<file path="config.mk">
export PLATFORM = sky130hd
export DESIGN_NAME = wbus_wr_sched
export DESIGN_NICKNAME = d
export VERILOG_FILES = /design/src/rtl/wbus_pkg.sv /design/src/rtl/rr_arb2.sv /design/src/rtl/wbus_wr_sched.sv
export SDC_FILE = /design/constraint.sdc
export NUM_CORES = 1
export LEC_CHECK = 0
export BUFFER_PORTS_ARGS = -buffer_cell sky130_fd_sc_hd__buf_2
export CAP_MARGIN = 20
export CELL_PAD_IN_SITES_DETAIL_PLACEMENT = 1
export CELL_PAD_IN_SITES_GLOBAL_PLACEMENT = 1
export CORE_AREA = 2 2 83 117
export DETAILED_ROUTE_END_ITERATION = 10
export DIE_AREA = 0 0 85 119
export HOLD_SLACK_MARGIN = 0.06
export MAX_ROUTING_LAYER = met4
export PLACE_DENSITY = 0.73
export SLEW_MARGIN = 30
export SYNTH_ARGS = -nofsm -noshare
export SYNTH_HDL_FRONTEND = slang
export SYNTH_SLANG_ARGS = --single-unit
</file>
<file path="constraint.sdc">
create_clock -name clk -period 2 [get_ports clk]
set_input_delay 0.1 -clock clk [delete_from_list [all_inputs] [get_ports clk]]
set_output_delay 0.1 -clock clk [all_outputs]
set_load 0.01 [all_outputs]
</file>
<file path="src/rtl/wbus_pkg.sv">
// Shared encodings and defaults for the write-bus scheduler.
package wbus_pkg;
   typedef enum logic [1:0] {
      S_IDLE = 2'b00,
      S_ADDR = 2'b01,
      S_DATA = 2'b10,
      S_RESP = 2'b11
   } state_t;

   localparam logic [3:0] DEF_ID0     = 4'h1;
   localparam logic [3:0] DEF_ID1     = 4'h2;
   localparam int         DEF_TIMEOUT = 1024;

   // A disabled timeout still needs a 1-bit counter to keep the vector legal.
   function automatic int tmo_width(input int t);
      return (t > 0) ? $clog2(t + 1) : 1;
   endfunction
endpackage

</file>
<file path="src/rtl/rr_arb2.sv">
// Two-way round-robin picker: on contention the requester that did not win last time goes.
module rr_arb2 (
   input  logic [1:0] req,
   input  logic       last,
   output logic       gnt_valid,
   output logic       gnt_idx
);
   always_comb begin
      gnt_valid = |req;
      gnt_idx   = (req == 2'b11) ? ~last : req[1];
   end
endmodule

</file>
<file path="src/rtl/wbus_wr_sched.sv">
// Serialises dcache-writeback and I/O-store writes onto the shared write bus,
// one transaction in flight, with a response timeout.
module wbus_wr_sched
   import wbus_pkg::*;
#(
   parameter int         ADDR_W  = 32,
   parameter logic [3:0] ID0     = DEF_ID0,
   parameter logic [3:0] ID1     = DEF_ID1,
   parameter int         TIMEOUT = DEF_TIMEOUT
) (
   input  logic              clk,
   input  logic              rst,
   input  logic              req0_valid,
   input  logic [ADDR_W-1:0] req0_addr,
   input  logic [7:0]        req0_len,
   output logic              req0_grant,
   output logic              req0_done,
   output logic              req0_err,
   input  logic              req1_valid,
   input  logic [ADDR_W-1:0] req1_addr,
   input  logic [7:0]        req1_len,
   output logic              req1_grant,
   output logic              req1_done,
   output logic              req1_err,
   output logic              awvalid,
   input  logic              awready,
   output logic [ADDR_W-1:0] awaddr,
   output logic [7:0]        awlen,
   output logic [3:0]        awid,
   output logic              wd_start,
   output logic              wd_sel,
   input  logic              finish_wd,
   input  logic              finish_wresp,
   output logic              busy
);
   localparam int            TW       = tmo_width(TIMEOUT);
   localparam bit            TMO_EN   = (TIMEOUT > 0);
   localparam logic [TW-1:0] TMO_LAST = TW'((TIMEOUT > 0) ? TIMEOUT - 1 : 0);

   state_t            r_state, w_next;
   logic              r_last, r_owner;
   logic [ADDR_W-1:0] r_awaddr;
   logic [7:0]        r_awlen;
   logic [3:0]        r_awid;
   logic              r_wd_start, r_done0, r_done1, r_err0, r_err1;
   logic [TW-1:0]     r_tmo_cnt;

   logic w_gnt_valid, w_gnt_idx, w_sel, w_aw_hs, w_in_xfer, w_cmpl, w_expire, w_abort;

   rr_arb2 u_arb (
      .req       ({req1_valid, req0_valid}),
      .last      (r_last),
      .gnt_valid (w_gnt_valid),
      .gnt_idx   (w_gnt_idx)
   );

   // Arbitration waits out the done/err cycle so a requester can react before re-entry.
   assign w_sel     = (r_state == S_IDLE) & w_gnt_valid & ~(r_done0 | r_done1 | r_err0 | r_err1);
   assign w_aw_hs   = (r_state == S_ADDR) & awready;
   assign w_in_xfer = (r_state == S_DATA) | (r_state == S_RESP);
   assign w_cmpl    = ((r_state == S_RESP) & finish_wresp) |
                      ((r_state == S_DATA) & finish_wd & finish_wresp);
   assign w_expire  = TMO_EN & w_in_xfer & (r_tmo_cnt == TMO_LAST);
   assign w_abort   = w_expire & ~w_cmpl;

   always_ff @(posedge clk or posedge rst) begin
      if (rst) r_state <= S_IDLE;
      else     r_state <= w_next;
   end

   always_comb begin
      w_next = r_state;
      case (r_state)
         S_IDLE: if (w_sel) w_next = S_ADDR;
         S_ADDR: if (awready) w_next = S_DATA;
         S_DATA: begin
            if (w_cmpl | w_abort) w_next = S_IDLE;
            else if (finish_wd)   w_next = S_RESP;
         end
         S_RESP: if (w_cmpl | w_abort) w_next = S_IDLE;
         default: w_next = S_IDLE;
      endcase
   end

   always_ff @(posedge clk or posedge rst) begin
      if (rst) begin
         r_last     <= 1'b1;
         r_owner    <= 1'b0;
         r_awaddr   <= '0;
         r_awlen    <= '0;
         r_awid     <= '0;
         r_wd_start <= 1'b0;
         r_done0    <= 1'b0;
         r_done1    <= 1'b0;
         r_err0     <= 1'b0;
         r_err1     <= 1'b0;
         r_tmo_cnt  <= '0;
      end else begin
         if (w_sel) begin
            r_last   <= w_gnt_idx;
            r_owner  <= w_gnt_idx;
            r_awaddr <= w_gnt_idx ? req1_addr : req0_addr;
            r_awlen  <= w_gnt_idx ? req1_len : req0_len;
            r_awid   <= w_gnt_idx ? ID1 : ID0;
         end
         if (w_aw_hs)        r_tmo_cnt <= '0;
         else if (w_in_xfer) r_tmo_cnt <= r_tmo_cnt + 1'b1;
         r_wd_start <= w_aw_hs;
         r_done0    <= w_cmpl & ~r_owner;
         r_done1    <= w_cmpl & r_owner;
         r_err0     <= w_abort & ~r_owner;
         r_err1     <= w_abort & r_owner;
      end
   end

   always_comb begin
      awvalid    = (r_state == S_ADDR);
      req0_grant = w_aw_hs & ~r_owner;
      req1_grant = w_aw_hs & r_owner;
      busy       = (r_state != S_IDLE);
      awaddr     = r_awaddr;
      awlen      = r_awlen;
      awid       = r_awid;
      wd_sel     = r_owner;
      wd_start   = r_wd_start;
      req0_done  = r_done0;
      req1_done  = r_done1;
      req0_err   = r_err0;
      req1_err   = r_err1;
   end
endmodule

</file>
==> results.rst, run 1 <==
.. list-table::
   :header-rows: 1

   * - Metric
     - Value
   * - Status
     - complete, but fails checks
   * - Failing checks
     - negative setup slack
   * - Net count of the finished layout
     - 546
   * - Initial standard-cell utilization of the core
     - 28.9%
   * - Global routing usage summed across all routing layers
     - 22.4%
   * - Area after DPL
     - 3460 um^2
   * - Number of flip-flops and latches in the synthesized netlist
     - 61
   * - Area of the mapped netlist
     - 2660 um^2
   * - Post-CTS resize count
     - 0
   * - Commonest cells after routing, fill and taps aside
     - buf_2 (138), dlygate4sd3_1 (81), dfrtp_1 (60)
   * - Floorplan die area
     - 10100 um^2
   * - Maximum number of pins on one net before global-route repair
     - 40
   * - Post-detailed-route wirelength per cell
     - 19.0 um
   * - Met1 Usage GRT
     - 22.3%
   * - Final number of setup-violating endpoints
     - 6
   * - Critical path cell sequence
     - or4_4, a211o_1, buf_12, a222oi_1, inv_1
   * - Part of the total power dissipated in sequential elements
     - 34.6%
   * - Cell type contributing the most total cell area after synthesis
     - dfrtp_1
   * - Share of the synthesized netlist area taken by xor and xnor gates
     - 1.98%
   * - Die span in y
     - 119 um
   * - I/O Pins
     - 141
   * - Drc violations
     - 0
   * - Fraction of registers with async set or reset after synthesis
     - 100%
   * - Multi-input gate area
     - 817 um^2
   * - Number of buffers on the longest clock path
     - 2
   * - Detailed Route WL
     - 10900 um
   * - Placeable Area
     - 9200 um^2
   * - Largest family of logic cells by synthesized area
     - compound AO/OA/AOI/OAI gates
   * - # rows
     - 42
   * - Relative contribution of the clock network to total power
     - 22.8%
   * - Cell leakage power
     - 2.40 nW
   * - IR Drop Worst-Case VDD
     - 0.670 mV
   * - Placer's final routability congestion estimate
     - 0.795
   * - Final worst path period need
     - 2.09 ns
   * - Internal
     - 3.76 mW
   * - Worst endpoint data arrival time
     - 2.28 ns
   * - Antenna violations before repair
     - 4
   * - Clock slew seen by the registers of the worst setup and hold paths
     - 0.06 ns
   * - Yosys warning total
     - 0
   * - Count of mapped cells out of synthesis
     - 233
   * - Adder and majority cell fraction of the synthesized area
     - 0.471%
   * - Switching part of the total power
     - 37.7%
   * - Synth cell types
     - 35
   * - Number of enable-type register cells in the synthesized netlist
     - 0
   * - Via-to-Cell Ratio
     - 5.08
   * - Most used flip-flop cell after synthesis
     - dfrtp_1
   * - Clock tree from TritonCTS
     - yes
   * - Sequential element share of the synthesized area
     - 57.5%
   * - IO buf count
     - 138
   * - Type of the most critical hold path
     - input pin to flop
   * - GR peak layer
     - met2
   * - Max incr delay on CP
     - 0.53 ns
   * - Total power per unit cell area
     - 1320 nW/um^2
   * - Critical Setup Path Class
     - flop to flop
   * - Violation count after the first detailed-routing iteration
     - 235
   * - Largest delay contributor family on the critical path
     - compound AO/OA/AOI/OAI gates
   * - Fmax
     - 0.478 GHz
   * - CP Data Required Time
     - 2.19 ns
   * - Number of slew-limit violations in the final report
     - 0
   * - Fraction of final layout cells with drive strength greater than 1
     - 36.9%
   * - Mean cell area of the mapped netlist
     - 11.4 um^2
   * - Cts bufs inserted
     - 9
   * - Worst Slack Setup Final
     - -0.0899 ns
   * - CP Max Fanout
     - 39
   * - Post-Synth Simple-Gate Area
     - 7.68%
   * - Number of nets still failing antenna checks after routing
     - 0
   * - Area grow syn2layout
     - 71.3%
   * - CP max stage cell
     - or4_4
   * - Layout Cells excl Fill
     - 577
   * - Die width
     - 85 um
   * - Post-route clock skew
     - 0.00657 ns
   * - Unrepaired setup endpoints after global routing
     - true
   * - Synth Area in Compound Gates
     - 20.0%
   * - Crit share post-route
     - 104%
   * - Fillers
     - 1024
   * - Sw Pwr
     - 2.27 mW
   * - Number of hold-slack violations in the final timing report
     - 0
   * - Drt pass-1 iters
     - 9
   * - Master cell of the clock root buffer
     - clkbuf_16
   * - Clk sink count
     - 61
   * - Number of H-tree branching levels
     - 3
   * - Count of buffer and inverter cells on the critical path
     - 2
   * - Number of violations of the max-capacitance limit
     - 0
   * - Cell types with the largest area share after synthesis
     - dfrtp_1 (57%), a222oi_1 (15%), inv_1 (6.6%), a2111oi_4 (2.1%), nor2_1 (2.0%)
   * - Global-route wire length before repair
     - 17100 um
   * - Startpoint class of the critical path
     - flop
   * - Element type at the critical path end
     - flop
   * - Share of total power in combinational logic
     - 42.7%
   * - Most common cell after layout, fill and taps aside
     - buf_2
   * - Top-area cell type share of the netlist area
     - 56.5%
   * - Fraction of met2 tracks used by global routing
     - 39.4%
   * - GR met3 Demand/Resource
     - 4.02%
   * - Non-Filler Cell Area, Final
     - 4550 um^2
   * - Sequential cell area
     - 1530 um^2
   * - Latest clock arrival within the worst-skew pair
     - 0.32 ns
   * - Number of placed instances with taps included
     - 475
   * - Number of global-route vias before repair
     - 3355
   * - Residual overflow from global routing
     - 0
   * - Multiplexer area fraction after synthesis
     - 0.377%
   * - Total number of vias
     - 2933
   * - HPWL after detailed placement
     - 5820 um
sequential cells by signal, summed over array words and instances (netlist names):
name,flops
awaddr,32
r_tmo_cnt,11
awlen,8
r_state,2
awid,1
r_last,1
req0_done,1
req0_err,1
req1_done,1
req1_err,1
wd_sel,1
wd_start,1
path summary, 6_finish.rpt:
kind,slack [ns],to,from,cells past startpoint
worst max-delay path,-0.09,awaddr[5],req1_done,5
worst min-delay path,0.11,r_state[0],awready,4
worst max register to register,-0.09,awaddr[5],req1_done,5
worst min register to register,0.51,awaddr[26],awaddr[26],2
max in group asynchronous,1.29,awaddr[8],rst,4
min in group asynchronous,0.18,awaddr[25],rst,3
routing by layer:
| metal | share of wire (%) | up-vias |
|---|---|---|
| li1 | - | 1301 |
| met1 | 35 | 1450 |
| met2 | 54 | 138 |
| met3 | 5.6 | 44 |
| met4 | 5.6 | 0 |
| met5 | 0 | - |
cell usage after synthesis (4+ instances only):
cell type,instances
dfrtp_1,60
inv_1,47
a222oi_1,40
nor2_1,14
nand2_1,11
a21oi_1,6
buf_2,6
clkbuf_1,4
o21ai_0,4
power groups by stage:
stage / registers (mW) / clock network (mW) / logic [mW]
2_1_floorplan: 2.24 / 0 / 1.33
3_3_place_gp: 2.05 / 0 / 2.26
3_5_place_dp: 2.08 / 0 / 2.35
4_1_cts: 2.06 / 1.39 / 2.48
5_1_grt: 2.14 / 1.45 / 2.82
6_report: 2.08 / 1.37 / 2.57
worst min-delay path, cell delays in order:
cell and delay, ns:
buf_2 0.07, nand2_1 0.06, nand2b_1 0.08, a221oi_1 0.07
metrics by stage:
step | setup TNS (ns) | total power, mW | hold slack [ns] | setup WS [ns] | util (%)
floorplan | 0 | 3.57 | 0.221 | 0.0220 | -
global placement | 0 | 4.31 | -0.0342 | 0.0994 | 37.6
detailed placement | 0 | 4.42 | -0.0343 | 0.0142 | 37.6
CTS | -0.00146 | 5.93 | 0.0976 | -0.00146 | 49.3
global route | -2.94 | 6.41 | 0.148 | -0.140 | 49.5
finish | -0.195 | 6.03 | 0.113 | -0.0899 | 49.5
logic make-up after synthesis:
kind of cell / count (synthesis)
buf+inv: 66
flops: 61
compound gates: 55
simple gates: 42
xor+xnor: 6
fa+ha+maj: 1
other cells: 1
mux: 1
final cells by class:
cell class | count | area share, %
diodes | 4 | 0.220
repair buffers | 231 | 35.5
clock inverters | 5 | 0.605
inverters | 48 | 3.96
clock buffers | 11 | 5.12
multi-input cells | 107 | 18.0
well taps | 110 | 3.03
flip-flops and latches | 61 | 33.6
what timing repair did:
item,CTS,global route
hold buffers,81,0
endpoints found under the hold margin,100,0
setup endpoints to repair,1,41
buffers inserted,0,1
pin swaps,0,2
Power figures use the tool's default switching activity.
==> run 2: changes to the inputs <==
--- a/config.mk
+++ b/config.mk
@@ -10,11 +10,13 @@
 export CELL_PAD_IN_SITES_DETAIL_PLACEMENT = 1
 export CELL_PAD_IN_SITES_GLOBAL_PLACEMENT = 1
 export CORE_AREA = 2 2 83 117
+export CTS_BUF_LIST = sky130_fd_sc_hd__clkbuf_16
 export DETAILED_ROUTE_END_ITERATION = 10
 export DIE_AREA = 0 0 85 119
 export HOLD_SLACK_MARGIN = 0.06
 export MAX_ROUTING_LAYER = met4
 export PLACE_DENSITY = 0.73
+export SKIP_CTS_REPAIR_TIMING = 1
 export SLEW_MARGIN = 30
 export SYNTH_ARGS = -nofsm -noshare
 export SYNTH_HDL_FRONTEND = slang
==> run 2 against run 1 <==
  * The run still ends with negative setup slack left
  * Fmax up 2.5%
  * Non-clock buffer count up 1
  * Cell count down 0.17%
  * Total power up 1.2%
  * Global-route usage down 6.1 points
  * Wire length down 1.2%
  * Register-to-register slack better by 0.05 ns
  * Utilization up 0.50 points
  * Sequential cell count unchanged
  * Critical path depth unchanged
  * Critical endpoint is now awlen[2]
  * Highest routed layer unchanged
==> results.rst, run 2 (same netlist as run 1, synthesis figures left out) <==
.. list-table::
   :header-rows: 1

   * - Metric
     - Value
   * - Status
     - complete, but fails checks
   * - Failing checks
     - negative setup slack
   * - Multi-input gate area
     - 826 um^2
   * - Critical Setup Path Class
     - flop to flop
   * - Max incr delay on CP
     - 0.54 ns
   * - Drc violations
     - 0
   * - CP Data Required Time
     - 2.18 ns
   * - Clock slew seen by the registers of the worst setup and hold paths
     - 0.05 ns
   * - Worst hold margin
     - 0.0386 ns
   * - Largest delay contributor family on the critical path
     - compound AO/OA/AOI/OAI gates
   * - Unrepaired setup endpoints after global routing
     - true
   * - Post-place setup slack
     - 0.0142 ns
   * - Number of H-tree branching levels
     - 3
   * - Crit share post-route
     - 102%
   * - Total number of vias
     - 2935
   * - Cell leakage power
     - 2.43 nW
   * - Drt pass-1 iters
     - 8
   * - Type of the most critical hold path
     - input pin to flop
   * - Floorplan die area
     - 10100 um^2
   * - Number of hold-slack violations in the final timing report
     - 0
   * - IR Drop Worst-Case VDD
     - 0.801 mV
   * - Via-to-Cell Ratio
     - 5.10
   * - Commonest cells after routing, fill and taps aside
     - buf_2 (138), dlygate4sd3_1 (80), dfrtp_1 (60)
   * - IO buf count
     - 138
   * - Fraction of final layout cells with drive strength greater than 1
     - 37.5%
   * - Element type at the critical path end
     - flop
   * - Master cell of the clock root buffer
     - clkbuf_16
   * - Latest clock arrival within the worst-skew pair
     - 0.32 ns
   * - Die width
     - 85 um
   * - Detailed Route WL
     - 10800 um
   * - CP max stage cell
     - or4_4
   * - Number of global-route vias before repair
     - 2569
   * - Worst Slack Setup Final
     - -0.0388 ns
   * - Placeable Area
     - 9200 um^2
   * - Global-route wire length before repair
     - 12700 um
   * - Antenna violations before repair
     - 2
   * - Most common cell after layout, fill and taps aside
     - buf_2
   * - Total power per unit cell area
     - 1330 nW/um^2
   * - Placer's final routability congestion estimate
     - 0.795
   * - Cts bufs inserted
     - 9
   * - Number of violations of the max-capacitance limit
     - 0
   * - Number of nets still failing antenna checks after routing
     - 0
   * - Flip-flop count of the largest register after layout
     - 32
   * - Post-detailed-route wirelength per cell
     - 18.8 um
   * - Clk sink count
     - 61
   * - Critical path cell sequence
     - or4_4, a211o_4, clkbuf_16, a222oi_1, inv_1
   * - Post-route clock skew
     - 0.00796 ns
   * - # rows
     - 42
   * - Area grow syn2layout
     - 73.0%
   * - Clock tree from TritonCTS
     - yes
   * - Fillers
     - 1028
   * - Maximum number of pins on one net before global-route repair
     - 40
   * - Total chip power
     - 6.10 mW
   * - HPWL after detailed placement
     - 5820 um
   * - Count of buffer and inverter cells on the critical path
     - 2
   * - Net count of the finished layout
     - 547
   * - Startpoint class of the critical path
     - flop
   * - CP Max Fanout
     - 19
   * - Sequential cell area
     - 1530 um^2
   * - I/O Pins
     - 141
   * - Final number of setup-violating endpoints
     - 5
   * - Worst endpoint data arrival time
     - 2.22 ns
   * - Final worst path period need
     - 2.04 ns
   * - Number of slew-limit violations in the final report
     - 0
   * - Global routing usage summed across all routing layers
     - 16.3%
   * - Number of buffers on the longest clock path
     - 2
   * - Die span in y
     - 119 um
   * - Violation count after the first detailed-routing iteration
     - 235
   * - Residual overflow from global routing
     - 0
   * - Fmax
     - 0.490 GHz
   * - Initial standard-cell utilization of the core
     - 28.9%
-- run 2: cell count changes in the layout (fill, tap and decap cells not counted), sizes merged --
cell and delta:
dlygate4sd3 -1, buf +1, inv +2, clkbuf -1
diode -2
-- run 2: area by class of cell --
class                      instances  area share, %
antenna                            2          0.109
inverter                          48           3.92
clock inverter                     7          0.762
sequential                        61           33.2
timing repair buffer             232           36.1
multi-input combinational        107           18.0
clock buffer                       9           4.90
tap                              110           2.99
-- run 2: worst register-to-register path, cell delays in order, from the launching register on --
cell and delay, ns:
dfrtp_1 0.38, or4_4 0.54, a211o_4 0.32, clkbuf_16 0.20, a222oi_1 0.35, inv_1 0.12
-- run 2: worst paths after layout --
| check | cells after the start | startpoint | end | slack [ns] |
|---|---|---|---|---|
| max reg2reg | 5 | req1_done | awlen[2] | -0.04 |
| max in group asynchronous | 4 | rst | awaddr[27] | 1.30 |
| min | 3 | req0_addr[28] | awaddr[28] | 0.04 |
| max | 5 | req1_done | awlen[2] | -0.04 |
| min in group asynchronous | 3 | rst | awaddr[25] | 0.18 |
| min reg2reg | 2 | awaddr[26] | awaddr[26] | 0.51 |
-- run 2: through the flow --
stage,util [%],setup TNS (ns),instances,cell area [um^2]
2_1_floorplan,-,0,234,2660
3_3_place_gp,37.6,0,475,3460
3_5_place_dp,37.6,0,475,3460
4_1_cts,40.5,-0.00146,491,3720
5_1_grt,50.0,-0.947,576,4600
6_report,50.0,-0.0508,576,4600
-- run 2: report_power, final --
| group | internal, mW | switching [mW] | total, mW |
|---|---|---|---|
| registers | 1.76 | 0.323 | 2.08 |
| clock network | 0.818 | 0.540 | 1.36 |
| logic | 1.24 | 1.41 | 2.66 |
| total | 3.82 | 2.28 | 6.10 |
-- run 2: layer usage --
layer,GRT usage [%],share of wire (%),routed length [um]
met3,2.49,5.1,546
met1,19.1,35,3770
met5,-,0,0
met2,27.4,56,6090
met4,7.24,3.7,401
